`config.mk`:
```
export PLATFORM = sky130hd
export DESIGN_NAME = adder_tree_accum_ctrl_flat
export DESIGN_NICKNAME = d
export VERILOG_FILES = /design/src/rtl/adder_tree_accum_ctrl_if.sv /design/src/rtl/adder_tree_accum_ctrl.sv /design/src/flat_wrapper.sv
export SDC_FILE = /design/constraint.sdc
export NUM_CORES = 1
export LEC_CHECK = 0
export BUFFER_PORTS_ARGS = -buffer_cell sky130_fd_sc_hd__buf_2
export CAP_MARGIN = 20
export CORE_MARGIN = 1.5
export CORE_UTILIZATION = 56
export CTS_CLUSTER_SIZE = 25
export DETAILED_ROUTE_END_ITERATION = 12
export HOLD_SLACK_MARGIN = 0.1
export PLACE_DENSITY = 0.91
export SYNTH_ARGS = -nofsm -noshare
export SYNTH_HDL_FRONTEND = slang
export SYNTH_SLANG_ARGS = --single-unit
```
`constraint.sdc`:
```
create_clock -name clk -period 2.4 [get_ports clk]
set_clock_uncertainty 0.1 [all_clocks]
set_input_delay 0.24 -clock clk [delete_from_list [all_inputs] [get_ports clk]]
set_output_delay 0.24 -clock clk [all_outputs]
set_load 0.05 [all_outputs]
```
`src/rtl/adder_tree_accum_ctrl_if.sv`:
```
// Job-control, input-beat and result handshake bundle for adder_tree_accum_ctrl.
// The master side is the producer/consumer pair; the slave side is the sequencer.
interface adder_tree_accum_ctrl_if #(
   parameter int WIDTH     = 4,
   parameter int N_INPUTS  = 16,
   parameter int MAX_BEATS = 16
);
   localparam int TREE_W    = WIDTH + $clog2(N_INPUTS);
   localparam int ACC_WIDTH = TREE_W + $clog2(MAX_BEATS);
   localparam int NB_W      = $clog2(MAX_BEATS) + 1;

   logic                        start;
   logic [NB_W-1:0]             num_beats;
   logic                        busy;
   logic                        in_valid;
   logic                        in_ready;
   logic [N_INPUTS*WIDTH-1:0]   in_data;
   logic                        out_valid;
   logic                        out_ready;
   logic signed [ACC_WIDTH-1:0] out_sum;

   modport master (
      output start, num_beats, in_valid, in_data, out_ready,
      input  busy, in_ready, out_valid, out_sum
   );

   modport slave (
      input  start, num_beats, in_valid, in_data, out_ready,
      output busy, in_ready, out_valid, out_sum
   );
endinterface

```
`src/rtl/adder_tree_accum_ctrl.sv`:
```
// Streams num_beats signed 16-element vectors through a combinational adder
// tree, accumulates the per-vector sums and returns the total on a
// valid/ready result port. Two-stage datapath: tree capture, then accumulate.
module adder_tree_accum_ctrl #(
   parameter int WIDTH     = 4,
   parameter int N_INPUTS  = 16,
   parameter int MAX_BEATS = 16
) (
   input  logic                   clk,
   input  logic                   rst,
   adder_tree_accum_ctrl_if.slave bus
);
   localparam int TREE_W    = WIDTH + $clog2(N_INPUTS);
   localparam int ACC_WIDTH = TREE_W + $clog2(MAX_BEATS);
   localparam int NB_W      = $clog2(MAX_BEATS) + 1;

   if (N_INPUTS != 16) begin : g_bad_n_inputs
      $error("adder_tree_accum_ctrl: N_INPUTS must be 16");
   end
   if ((MAX_BEATS < 2) || ((MAX_BEATS & (MAX_BEATS - 1)) != 0)) begin : g_bad_max_beats
      $error("adder_tree_accum_ctrl: MAX_BEATS must be a power of 2 and at least 2");
   end

   typedef enum logic [1:0] {
      IDLE,
      ACCUM,
      DRAIN,
      DONE
   } state_t;

   state_t                      state;
   state_t                      state_nxt;
   logic [NB_W-1:0]             remaining;
   logic [NB_W-1:0]             nb_clamped;
   logic                        accept;
   logic                        xfer;
   logic signed [WIDTH-1:0]     elem;
   logic signed [TREE_W-1:0]    tree_sum;
   logic signed [TREE_W-1:0]    s1_sum;
   logic                        s1_valid;
   logic                        s1_last;
   logic signed [ACC_WIDTH-1:0] acc;

   // Signed reduction of the 16 elements of the current beat
   always_comb begin
      elem     = '0;
      tree_sum = '0;
      for (int unsigned i = 0; i < N_INPUTS; i++) begin
         elem     = bus.in_data[i*WIDTH +: WIDTH];
         tree_sum = tree_sum + {{(TREE_W-WIDTH){elem[WIDTH-1]}}, elem};
      end
   end

   // Job acceptance, beat transfer and beat-count clamping
   always_comb begin
      accept     = (state == IDLE) && bus.start;
      xfer       = bus.in_valid && (state == ACCUM);
      nb_clamped = (bus.num_beats > NB_W'(MAX_BEATS)) ? NB_W'(MAX_BEATS) : bus.num_beats;
   end

   // Next-state and handshake outputs
   always_comb begin
      state_nxt     = state;
      bus.busy      = (state != IDLE);
      bus.in_ready  = (state == ACCUM);
      bus.out_valid = (state == DONE);
      case (state)
         IDLE:    if (bus.start) state_nxt = (bus.num_beats == '0) ? DONE : ACCUM;
         ACCUM:   if (xfer && (remaining == NB_W'(1))) state_nxt = DRAIN;
         // Leave only once the last beat has left stage 1 and been added
         DRAIN:   if (!(s1_valid && s1_last)) state_nxt = DONE;
         DONE:    if (bus.out_ready) state_nxt = IDLE;
         default: state_nxt = IDLE;
      endcase
   end

   // State register and remaining-beat counter
   always_ff @(posedge clk or posedge rst) begin
      if (rst) begin
         state     <= IDLE;
         remaining <= '0;
      end else begin
         state <= state_nxt;
         if (accept) remaining <= nb_clamped;
         else if (xfer) remaining <= remaining - NB_W'(1);
      end
   end

   // Stage 1: capture the tree output of each transferred beat
   always_ff @(posedge clk or posedge rst) begin
      if (rst) begin
         s1_sum   <= '0;
         s1_valid <= 1'b0;
         s1_last  <= 1'b0;
      end else begin
         s1_valid <= xfer;
         if (xfer) begin
            s1_sum  <= tree_sum;
            s1_last <= (remaining == NB_W'(1));
         end
      end
   end

   // Stage 2: sign-extend and accumulate; cleared when a job is accepted
   always_ff @(posedge clk or posedge rst) begin
      if (rst) begin
         acc <= '0;
      end else if (accept) begin
         acc <= '0;
      end else if (s1_valid) begin
         acc <= acc + {{(ACC_WIDTH-TREE_W){s1_sum[TREE_W-1]}}, s1_sum};
      end
   end

   assign bus.out_sum = acc;
endmodule

```
`src/flat_wrapper.sv`:
```
// flat-port wrapper written by rule: the top's interface ports become plain ports
module adder_tree_accum_ctrl_flat 
#(
   parameter int WIDTH     = 4,
   parameter int N_INPUTS  = 16,
   parameter int MAX_BEATS = 16
)
  (clk, rst, bus_start, bus_num_beats, bus_in_valid, bus_in_data, bus_out_ready, bus_busy, bus_in_ready, bus_out_valid, bus_out_sum);
  adder_tree_accum_ctrl_if #(.WIDTH(WIDTH), .N_INPUTS(N_INPUTS), .MAX_BEATS(MAX_BEATS)) bus_i ();
  input  logic clk;
  input  logic rst;
  input wire logic [$bits(bus_i.start)-1:0] bus_start;
  input wire logic [$bits(bus_i.num_beats)-1:0] bus_num_beats;
  input wire logic [$bits(bus_i.in_valid)-1:0] bus_in_valid;
  input wire logic [$bits(bus_i.in_data)-1:0] bus_in_data;
  input wire logic [$bits(bus_i.out_ready)-1:0] bus_out_ready;
  output wire logic [$bits(bus_i.busy)-1:0] bus_busy;
  output wire logic [$bits(bus_i.in_ready)-1:0] bus_in_ready;
  output wire logic [$bits(bus_i.out_valid)-1:0] bus_out_valid;
  output wire logic [$bits(bus_i.out_sum)-1:0] bus_out_sum;
  assign bus_i.start = bus_start;
  assign bus_i.num_beats = bus_num_beats;
  assign bus_i.in_valid = bus_in_valid;
  assign bus_i.in_data = bus_in_data;
  assign bus_i.out_ready = bus_out_ready;
  assign bus_busy = bus_i.busy;
  assign bus_in_ready = bus_i.in_ready;
  assign bus_out_valid = bus_i.out_valid;
  assign bus_out_sum = bus_i.out_sum;
  adder_tree_accum_ctrl #(.WIDTH(WIDTH), .N_INPUTS(N_INPUTS), .MAX_BEATS(MAX_BEATS)) u_core (.clk(clk), .rst(rst), .bus(bus_i));
endmodule
```
Word level (Yosys, flattened, before mapping)
Index checks and enable logic that the tools add are counted.
Widths: inputs -> output; s select.

cells by class
  equal/unequal tests = 8
  reduce and logical (&&, ||, !) cells = 10
  div/mod/pow operators = 0
  $add $sub $neg = 17
  bitwise operators = 0
  mux-type cells = 11
  order comparisons = 1
  multipliers = 0
  shift-type cells = 0

operators by type and width
  kind                 number
  $add 8x8->8          14
  $mux 12              2
  $mux 5               3
  $add 12x12->12       1
  $mux 2               5
  $pmux 2 s4           1
  $ne 2x2->1 const B   3
  $reduce_bool 2->1    3
  $add 4x4->5          1
  $eq 5x1->1 const B   1
  $gt 5x5->1 const B   1
  $logic_not 5->1      1
  $sub 5x1->5 const B  1
  $eq 2x2->1 const B   2
  $logic_and 1x1->1    4
  $reduce_and 4->1     1
  $eq 2x1->1 const B   1
  $logic_not 2->1      1
  $ne 2x1->1 const B   1

word-level totals
  latch bits = 0
  bits of input ports = 74
  output and inout port bits = 15
  RAM bits = 0
  ROM bits = 0
  memories kept = 0
  word-level logic and storage cells = 53
  flip-flop bits (word level) = 29

Depth between registers and ports, before layout
Gate-level depths: netlist (run 1).

  word-level depth = 15
  mapped depth = 20
  depth with buffers taken out = 20

Worst setup path after synthesis (run 1)
No wires, ideal clock.

  path kind = input to register
  start point = input bus_in_data[0]
  end point = register u_core.s1_sum[7]
  required time = 2.165 ns
  setup time = 0.135 ns
  cell stages on the path = 19
  path buffers = 0
  arrival = 5.339 ns
  path slack = -3.173 ns
  cell sequence = ha_1 > fa_1 > a2111oi_0 > a21oi_1 > fa_1 > inv_1 > fa_1 > fa_1 > fa_1 > fa_1 > inv_1 > fa_1 > inv_1 > ha_1 > o21ai_0 > o21bai_1 > a21oi_1 > xnor2_1 > o21ai_0

between the ends
  word-level cells in the longest chain between the ends = 15

ends and longest elaborated chain
  what                       RTL line                     text
  start, declared            flat_wrapper.sv:15           input wire logic [$bits(bus_i.in_data)-1:0] bus_in_data;
  $add 4x4->5                adder_tree_accum_ctrl.sv:50  tree_sum = tree_sum + {{(TREE_W-WIDTH){elem[WIDTH-1]}}, elem};
  $add 8x8->8 (14 in a row)  adder_tree_accum_ctrl.sv:50
  end signal, assigned       adder_tree_accum_ctrl.sv:98  s1_sum <= tree_sum;
  end, declared              adder_tree_accum_ctrl.sv:39  logic signed [TREE_W-1:0] s1_sum;

No other way between the ends.
A chain may end at the register's enable or synchronous reset.

Worst setup path after layout (run 1)
  start point = input bus_in_data[0]
  end point = register u_core.s1_sum[6]

Same word-level chain as after synthesis.

==> reports/summary.log, run 1 <==
qor: timing.period_needed 5253 ps
qor: job.max_cap_viol_count 0
qor: cts.clock_tree.root_cell sky130_fd_sc_hd__clkbuf_8
qor: setup_path.timing.critical_path.arrival 5310 ps
qor: global_routing.grt_remaining_overflow 0
qor: global_routing.grt.met3_usage 3.429%
qor: setup_path.cp-start-kind primary input
qor: placed_design.io_buffers 88
qor: finish.area_growth_from_synthesis_to_final_layout 23.26%
qor: finish.final_nets 685
qor: global_routing.global_route_wire_length_before_repair 14,150 um
qor: global_routing.busiest_layer met2
qor: routing.routed_via_density 5.287
qor: timing.min_period_over_period 218.9%
qor: synth.post_synth_main_area_contributors sky130_fd_sc_hd__fa_1 31%, sky130_fd_sc_hd__dfrtp_1 19%, sky130_fd_sc_hd__inv_1 11%
qor: synth.syn-cell-area 3879 sq um
qor: synth.post-synth-top-count-cell sky130_fd_sc_hd__inv_1
qor: routing.wl_per_cell 14.88 um
qor: floorplan.initial_utilization 57.41%
qor: cts.cts.sink_count 29
qor: synth.post_synth_most_frequent_cells 115 x sky130_fd_sc_hd__inv_1, 61 x sky130_fd_sc_hd__fa_1, 34 x sky130_fd_sc_hd__ha_1
qor: global_routing.grt.met2_usage 47.32%
qor: timing.slew_headroom 69.97%
qor: cts.clock_tree.htree_level_count 2
qor: cts.clk_transition_reported_paths 60 ps
qor: worst_hold_path.whs_path_depth 3
qor: floorplan.die_x 86.23 um
qor: global_routing.grt_use_met1 27.34%
qor: run_status.outcome complete, but fails checks
qor: global_routing.track_usage 24.51%
qor: cts.clock_tree_from_tritoncts yes
qor: setup_path.cp_slowest_stage_delay 540 ps
qor: synth.postSynthCellCount 408
qor: synth.synth_cell_types 50
qor: timing.grt_setup_unrepaired yes
qor: timing.finalHoldViolCount 0
qor: routing.drt-initial-drc-count 131
qor: synth.netlist.top_cell.by_area sky130_fd_sc_hd__fa_1
qor: finish.final_util 70.76%
qor: global_routing.number_of_global_route_vias_before_repair 3,316
qor: setup_path.worstRegToRegCells 8
qor: cts.total_cts_buffers 5
qor: timing.worst_slack -2853 ps
qor: timing.worst_slew_pin_slew 446.3 ps
qor: routing.detailedRoute.firstPassIterationCount 5
qor: run_status.violated_checks negative setup slack
qor: floorplan.placementRows 30
qor: setup_path.end_kind flip-flop
qor: synth.dominantRegCellSynth sky130_fd_sc_hd__dfrtp_1
qor: finish.proportion_of_layout_cells_with_a_drive_suffix_above_1 30.04%
qor: floorplan.total_core_area 6756 sq um
qor: cts.insertion_delay 290 ps
qor: setup_path.critical_path.cell_chain buf_6, ha_4, fa_2, buf_6, buf_6, xnor2_2, fa_1, fa_1, inv_1, fa_1, fa_1, inv_1, fa_1, fa_1, inv_2, ha_4, inv_2, fa_2, inv_2, a21o_1, a21oi_2, xor2_1, o21ai_1
qor: synth.synth_seq_cells 29
qor: routing.detail-route-antenna-nets 0
qor: routing.number_of_remaining_drc_errors 0
qor: placed_design.hpwlAfterDp 7318 um
qor: synth.yosysTopAreaCellShare 31.48%
qor: routing.vias 3,151
qor: global_routing.largest_net_degree_at_the_start_of_global_routing 30
qor: finish.antenna-diode-count 0
qor: timing.setup-violations-final 7
qor: setup_path.cell_occurring_most_often_along_the_worst_timing_path sky130_fd_sc_hd__fa_1
qor: synth.synth-edff-count 0
qor: worst_hold_path.hold_crit_class in2reg
qor: global_routing.grt_antenna_before_repair 0
qor: timing.final_max_slew_viol_count 0
qor: synth.synthesis.area_per_instance 9.507 sq um
qor: floorplan.die-height 86.23 um
qor: synth.synthArstFlopShare 100.0%
qor: timing.timing.fmax 0.1904 GHz
qor: setup_path.setup.worst_path.class in2reg
qor: floorplan.fp.dieArea 7435 sq um
qor: floorplan.top_level_ports 89
qor: synth.ys.warnings.count 0
qor: cts.clk_path_buf_depth 2
qor: routing.finalWirelength 8869 um
qor: synth.proportion_of_synthesized_chip_area_in_sequential_cells 18.71%
qor: placed_design.gp_routability_congestion 0.8805
qor: setup_path.critical_path.max_fanout 2
qor: setup_path.timing.critical_path.slowest_stage_cell sky130_fd_sc_hd__fa_1
qor: setup_path.wp_data_required 2460 ps
qor: synth.syn-num-nets 577
[layer usage]
metal	vias up	share of wire, %
met5	-	0
met4	0	2.5
met3	24	3.6
met2	86	57
met1	1546	37
li1	1495	-
[what timing repair did]
action / CTS / global route
endpoints found under the setup margin: 7 / 7
setup buffers: 3 / 2
gates resized for setup: 11 / 11
hold buffers: 1 / 0
gates cloned: 0 / 0
hold endpoints to repair: 29 / 0
pin swaps: 10 / 7
[final cells by class]
type	instances	area, sq um
fillers	450	1976
clock buffers	7	86.33
multi-input cells	256	2816
repair buffers	108	616.8
flip-flops and latches	29	725.7
inverters	116	435.4
well taps	80	100.1
[worst paths after layout]
check | slack, ps | startpoint | endpoint
setup / recovery | -2850 | bus_in_data[0] | u_core.s1_sum[6]
hold / removal | 100 | bus_num_beats[0] | u_core.remaining[0]
setup reg to reg | 280 | u_core.bus.out_sum[0] | u_core.bus.out_sum[8]
hold reg to reg | 400 | u_core.s1_sum[4] | u_core.s1_sum[4]
max in group asynchronous | 1440 | rst | u_core.bus.out_sum[7]
min in group asynchronous | 470 | rst | u_core.bus.out_sum[10]
[per-stage QoR]
| step | TNS (ps) | worst slack (ps) | instance area, sq um | std cells | hold WS, ps |
|---|---|---|---|---|---|
| after floorplan | -16220 | -2810 | 3996 | 408 | 218.1 |
| after global placement | -18360 | -3085 | 4587 | 583 | 224.3 |
| after detailed placement | -19310 | -3299 | 4587 | 583 | 231.0 |
| after CTS | -16920 | -2816 | 4738 | 594 | 106.0 |
| after global routing | -18160 | -3051 | 4781 | 596 | 114.7 |
| final | -17170 | -2853 | 4781 | 596 | 98.89 |
[flip-flops by register name (all words and copies together) (netlist names)]
signal / cells
u_core.s1_sum: 8
u_core.s1_last: 1
u_core.state: 2
u_core.s1_valid: 1
u_core.remaining: 5
u_core.bus.out_sum: 12
[cell families after synthesis]
kind of cell,Yosys count,synth area share (%)
buf+inv,123,12.64
fa+ha+maj,95,42.45
compound gates,71,11.68
simple gates,65,8.549
flops,29,18.71
xor+xnor,18,4.064
mux,7,1.903
[cells in the final DEF, fill, tap and decap left out, drive strengths merged, types with 12 or more instances in the layout]
cell type,netlist,routed
a21oi,22,22
buf,3,107
dfrtp,29,29
fa,61,61
ha,34,34
inv,116,116
nand2,18,18
nor2,15,15
o21ai,23,23
xnor2,12,12
[worst max-delay path: cells and delay by family]
kind	cells	cell delay [ps]
buf+inv	8	580
compound gates	3	360
fa+ha+maj	10	3840
xor+xnor	2	300
Power of run 1 is not shown: default switching activity piles up to over one toggle a cycle in this logic, so the estimate is an artifact.
==> run 2: changes to the inputs <==
CELL_PAD_IN_SITES_DETAIL_PLACEMENT = 0   (was default)
CELL_PAD_IN_SITES_GLOBAL_PLACEMENT = 1   (was default)
CORE_UTILIZATION = 42   (was 56)
==> run 2 against run 1 <==
  * The run still ends with negative setup slack left
  * Critical path depth shrank 1
  * Maximum frequency grew 1.5%
  * Register-to-register slack lost 50 ps
==> reports/summary.log, run 2 (synthesis results as in run 1) <==
qor: run_status.outcome complete, but fails checks
qor: run_status.violated_checks negative setup slack
qor: cts.total_cts_buffers 5
qor: placed_design.gp_routability_congestion 0.8564
qor: cts.cts.sink_count 29
qor: timing.timing.fmax 0.1932 GHz
qor: routing.finalWirelength 7880 um
qor: global_routing.global_route_wire_length_before_repair 13,140 um
qor: setup_path.cp_slowest_stage_delay 530 ps
qor: setup_path.cell_occurring_most_often_along_the_worst_timing_path sky130_fd_sc_hd__fa_1
qor: setup_path.worstRegToRegCells 8
qor: timing.period_needed 5175 ps
qor: finish.final_nets 684
qor: timing.finalHoldViolCount 0
qor: global_routing.track_usage 16.42%
qor: setup_path.worst_setup_path_startpoint bus_in_data[0]
qor: setup_path.wp_data_required 2460 ps
qor: timing.worst_slack -2775 ps
qor: worst_hold_path.hold_crit_class in2reg
qor: worst_hold_path.min_from bus_num_beats[0]
qor: routing.wl_per_cell 12.63 um
qor: routing.detailedRoute.firstPassIterationCount 4
qor: finish.final_util 55.51%
qor: finish.fillerInstances 800
qor: cts.clk_transition_reported_paths 70 ps
qor: routing.routed_via_density 4.857
qor: finish.post-route-cell-area 4912 sq um
qor: floorplan.initial_utilization 43.83%
qor: finish.final_common_cell sky130_fd_sc_hd__inv_1
qor: worst_hold_path.worstHoldEndpoint u_core.remaining[0]
qor: finish.final_cell_mix 109 x sky130_fd_sc_hd__inv_1, 86 x sky130_fd_sc_hd__buf_2, 57 x sky130_fd_sc_hd__fa_1
qor: setup_path.critical_path.cell_chain buf_6, ha_4, fa_2, buf_4, buf_6, xnor2_4, fa_1, fa_1, inv_1, fa_1, fa_1, inv_1, fa_1, fa_1, inv_2, ha_4, buf_4, a211oi_2, o21bai_1, a21oi_2, xnor2_1, o21ai_1
qor: setup_path.timing.critical_path.slowest_stage_cell sky130_fd_sc_hd__fa_1
qor: placed_design.dpl-instance-area 4622 sq um
qor: setup_path.end_kind flip-flop
qor: floorplan.top_level_ports 89
qor: timing.min_period_over_period 215.6%
qor: cts.clock_tree.root_cell sky130_fd_sc_hd__clkbuf_8
qor: setup_path.critical_path.max_fanout 2
qor: timing.finalSetupTns -16,710 ps
qor: cts.clock_tree.htree_level_count 2
qor: setup_path.reg2reg_launch_point u_core.bus.out_sum[0]
qor: routing.number_of_remaining_drc_errors 0
qor: setup_path.cp-start-kind primary input
qor: cts.clk_path_buf_depth 2
qor: finish.area_growth_from_synthesis_to_final_layout 26.65%
qor: floorplan.die_x 99.10 um
qor: timing.worst_slew_pin_slew 412.9 ps
qor: timing.grt_setup_unrepaired yes
qor: placed_design.hpwlAfterDp 6600 um
qor: cts.clock_tree_from_tritoncts yes
qor: timing.final_max_slew_viol_count 0
qor: timing.slew_headroom 72.22%
qor: global_routing.number_of_global_route_vias_before_repair 3,126
qor: finish.proportion_of_layout_cells_with_a_drive_suffix_above_1 30.62%
qor: floorplan.placementRows 34
qor: timing.setup-violations-final 7
qor: worst_hold_path.whs_path_depth 3
qor: placed_design.io_buffers 88
qor: setup_path.worst_flop_to_flop_path_endpoint u_core.bus.out_sum[8]
qor: floorplan.die-height 99.10 um
qor: finish.antenna-diode-count 0
qor: setup_path.setup.worst_path.class in2reg
qor: placed_design.post-place-ws -3136 ps
qor: global_routing.grt_remaining_overflow 0
qor: job.max_cap_viol_count 0
qor: routing.vias 3,031
qor: routing.drt-initial-drc-count 70
qor: setup_path.timing.critical_path.arrival 5230 ps
qor: routing.detail-route-antenna-nets 0
qor: floorplan.fp.dieArea 9821 sq um
qor: finish.largest_register_ffs 12
qor: setup_path.r2r_slack 230 ps
qor: global_routing.largest_net_degree_at_the_start_of_global_routing 30
qor: cts.insertion_delay 280 ps
qor: floorplan.total_core_area 8848 sq um
qor: global_routing.grt_antenna_before_repair 0
## run 2: how the worst max path moves through the flow
stage / endpoint / slack (ps) / depth (start not counted)
after floorplan: u_core.s1_sum[7] / -2810 / 19
after global placement: u_core.s1_sum[7] / -3040 / 20
after detailed placement: u_core.s1_sum[7] / -3140 / 21
after CTS: u_core.s1_sum[7] / -2770 / 21
after global routing: u_core.s1_sum[6] / -2970 / 20
final: u_core.s1_sum[7] / -2770 / 22
## run 2: layout make-up
| class | instances | area (sq um) | area share [%] |
|---|---|---|---|
| Clock buffer | 5 | 68.82 | 1.401 |
| Clock inverter | 3 | 65.06 | 1.325 |
| Inverter | 116 | 435.4 | 8.864 |
| Multi-Input combinational cell | 256 | 2877 | 58.56 |
| Sequential cell | 29 | 725.7 | 14.77 |
| Tap cell | 108 | 135.1 | 2.751 |
| Timing Repair Buffer | 107 | 605.6 | 12.33 |
## run 2: metal layers
layer | wire, um | track usage, %
met4 | 82 | 3.359
met3 | 136 | 1.757
met1 | 3335 | 20.83
met2 | 4326 | 30.45
met5 | 0 | 0
## run 2: through the flow
stage | hold WS, ps | cells
after floorplan | 218.1 | 408
after global placement | 224.6 | 611
after detailed placement | 242.5 | 611
after CTS | 101.4 | 623
after global routing | 141.6 | 624
final | 111.2 | 624
## run 2: critical path: cells and delay by family
kind	cells	cell delay (ps)
xor+xnor	2	230
fa+ha+maj	9	3560
compound gates	4	560
buf+inv	7	640
## run 2: repair_timing
item / in CTS / in global routing
hold buffers: 1 / 0
buffers inserted: 3 / 2
endpoints found under the setup margin: 7 / 7
gates resized for setup: 18 / 7
hold endpoints to repair: 29 / 0
pin swaps: 14 / 7
Power of run 2 is left out for the same reason.
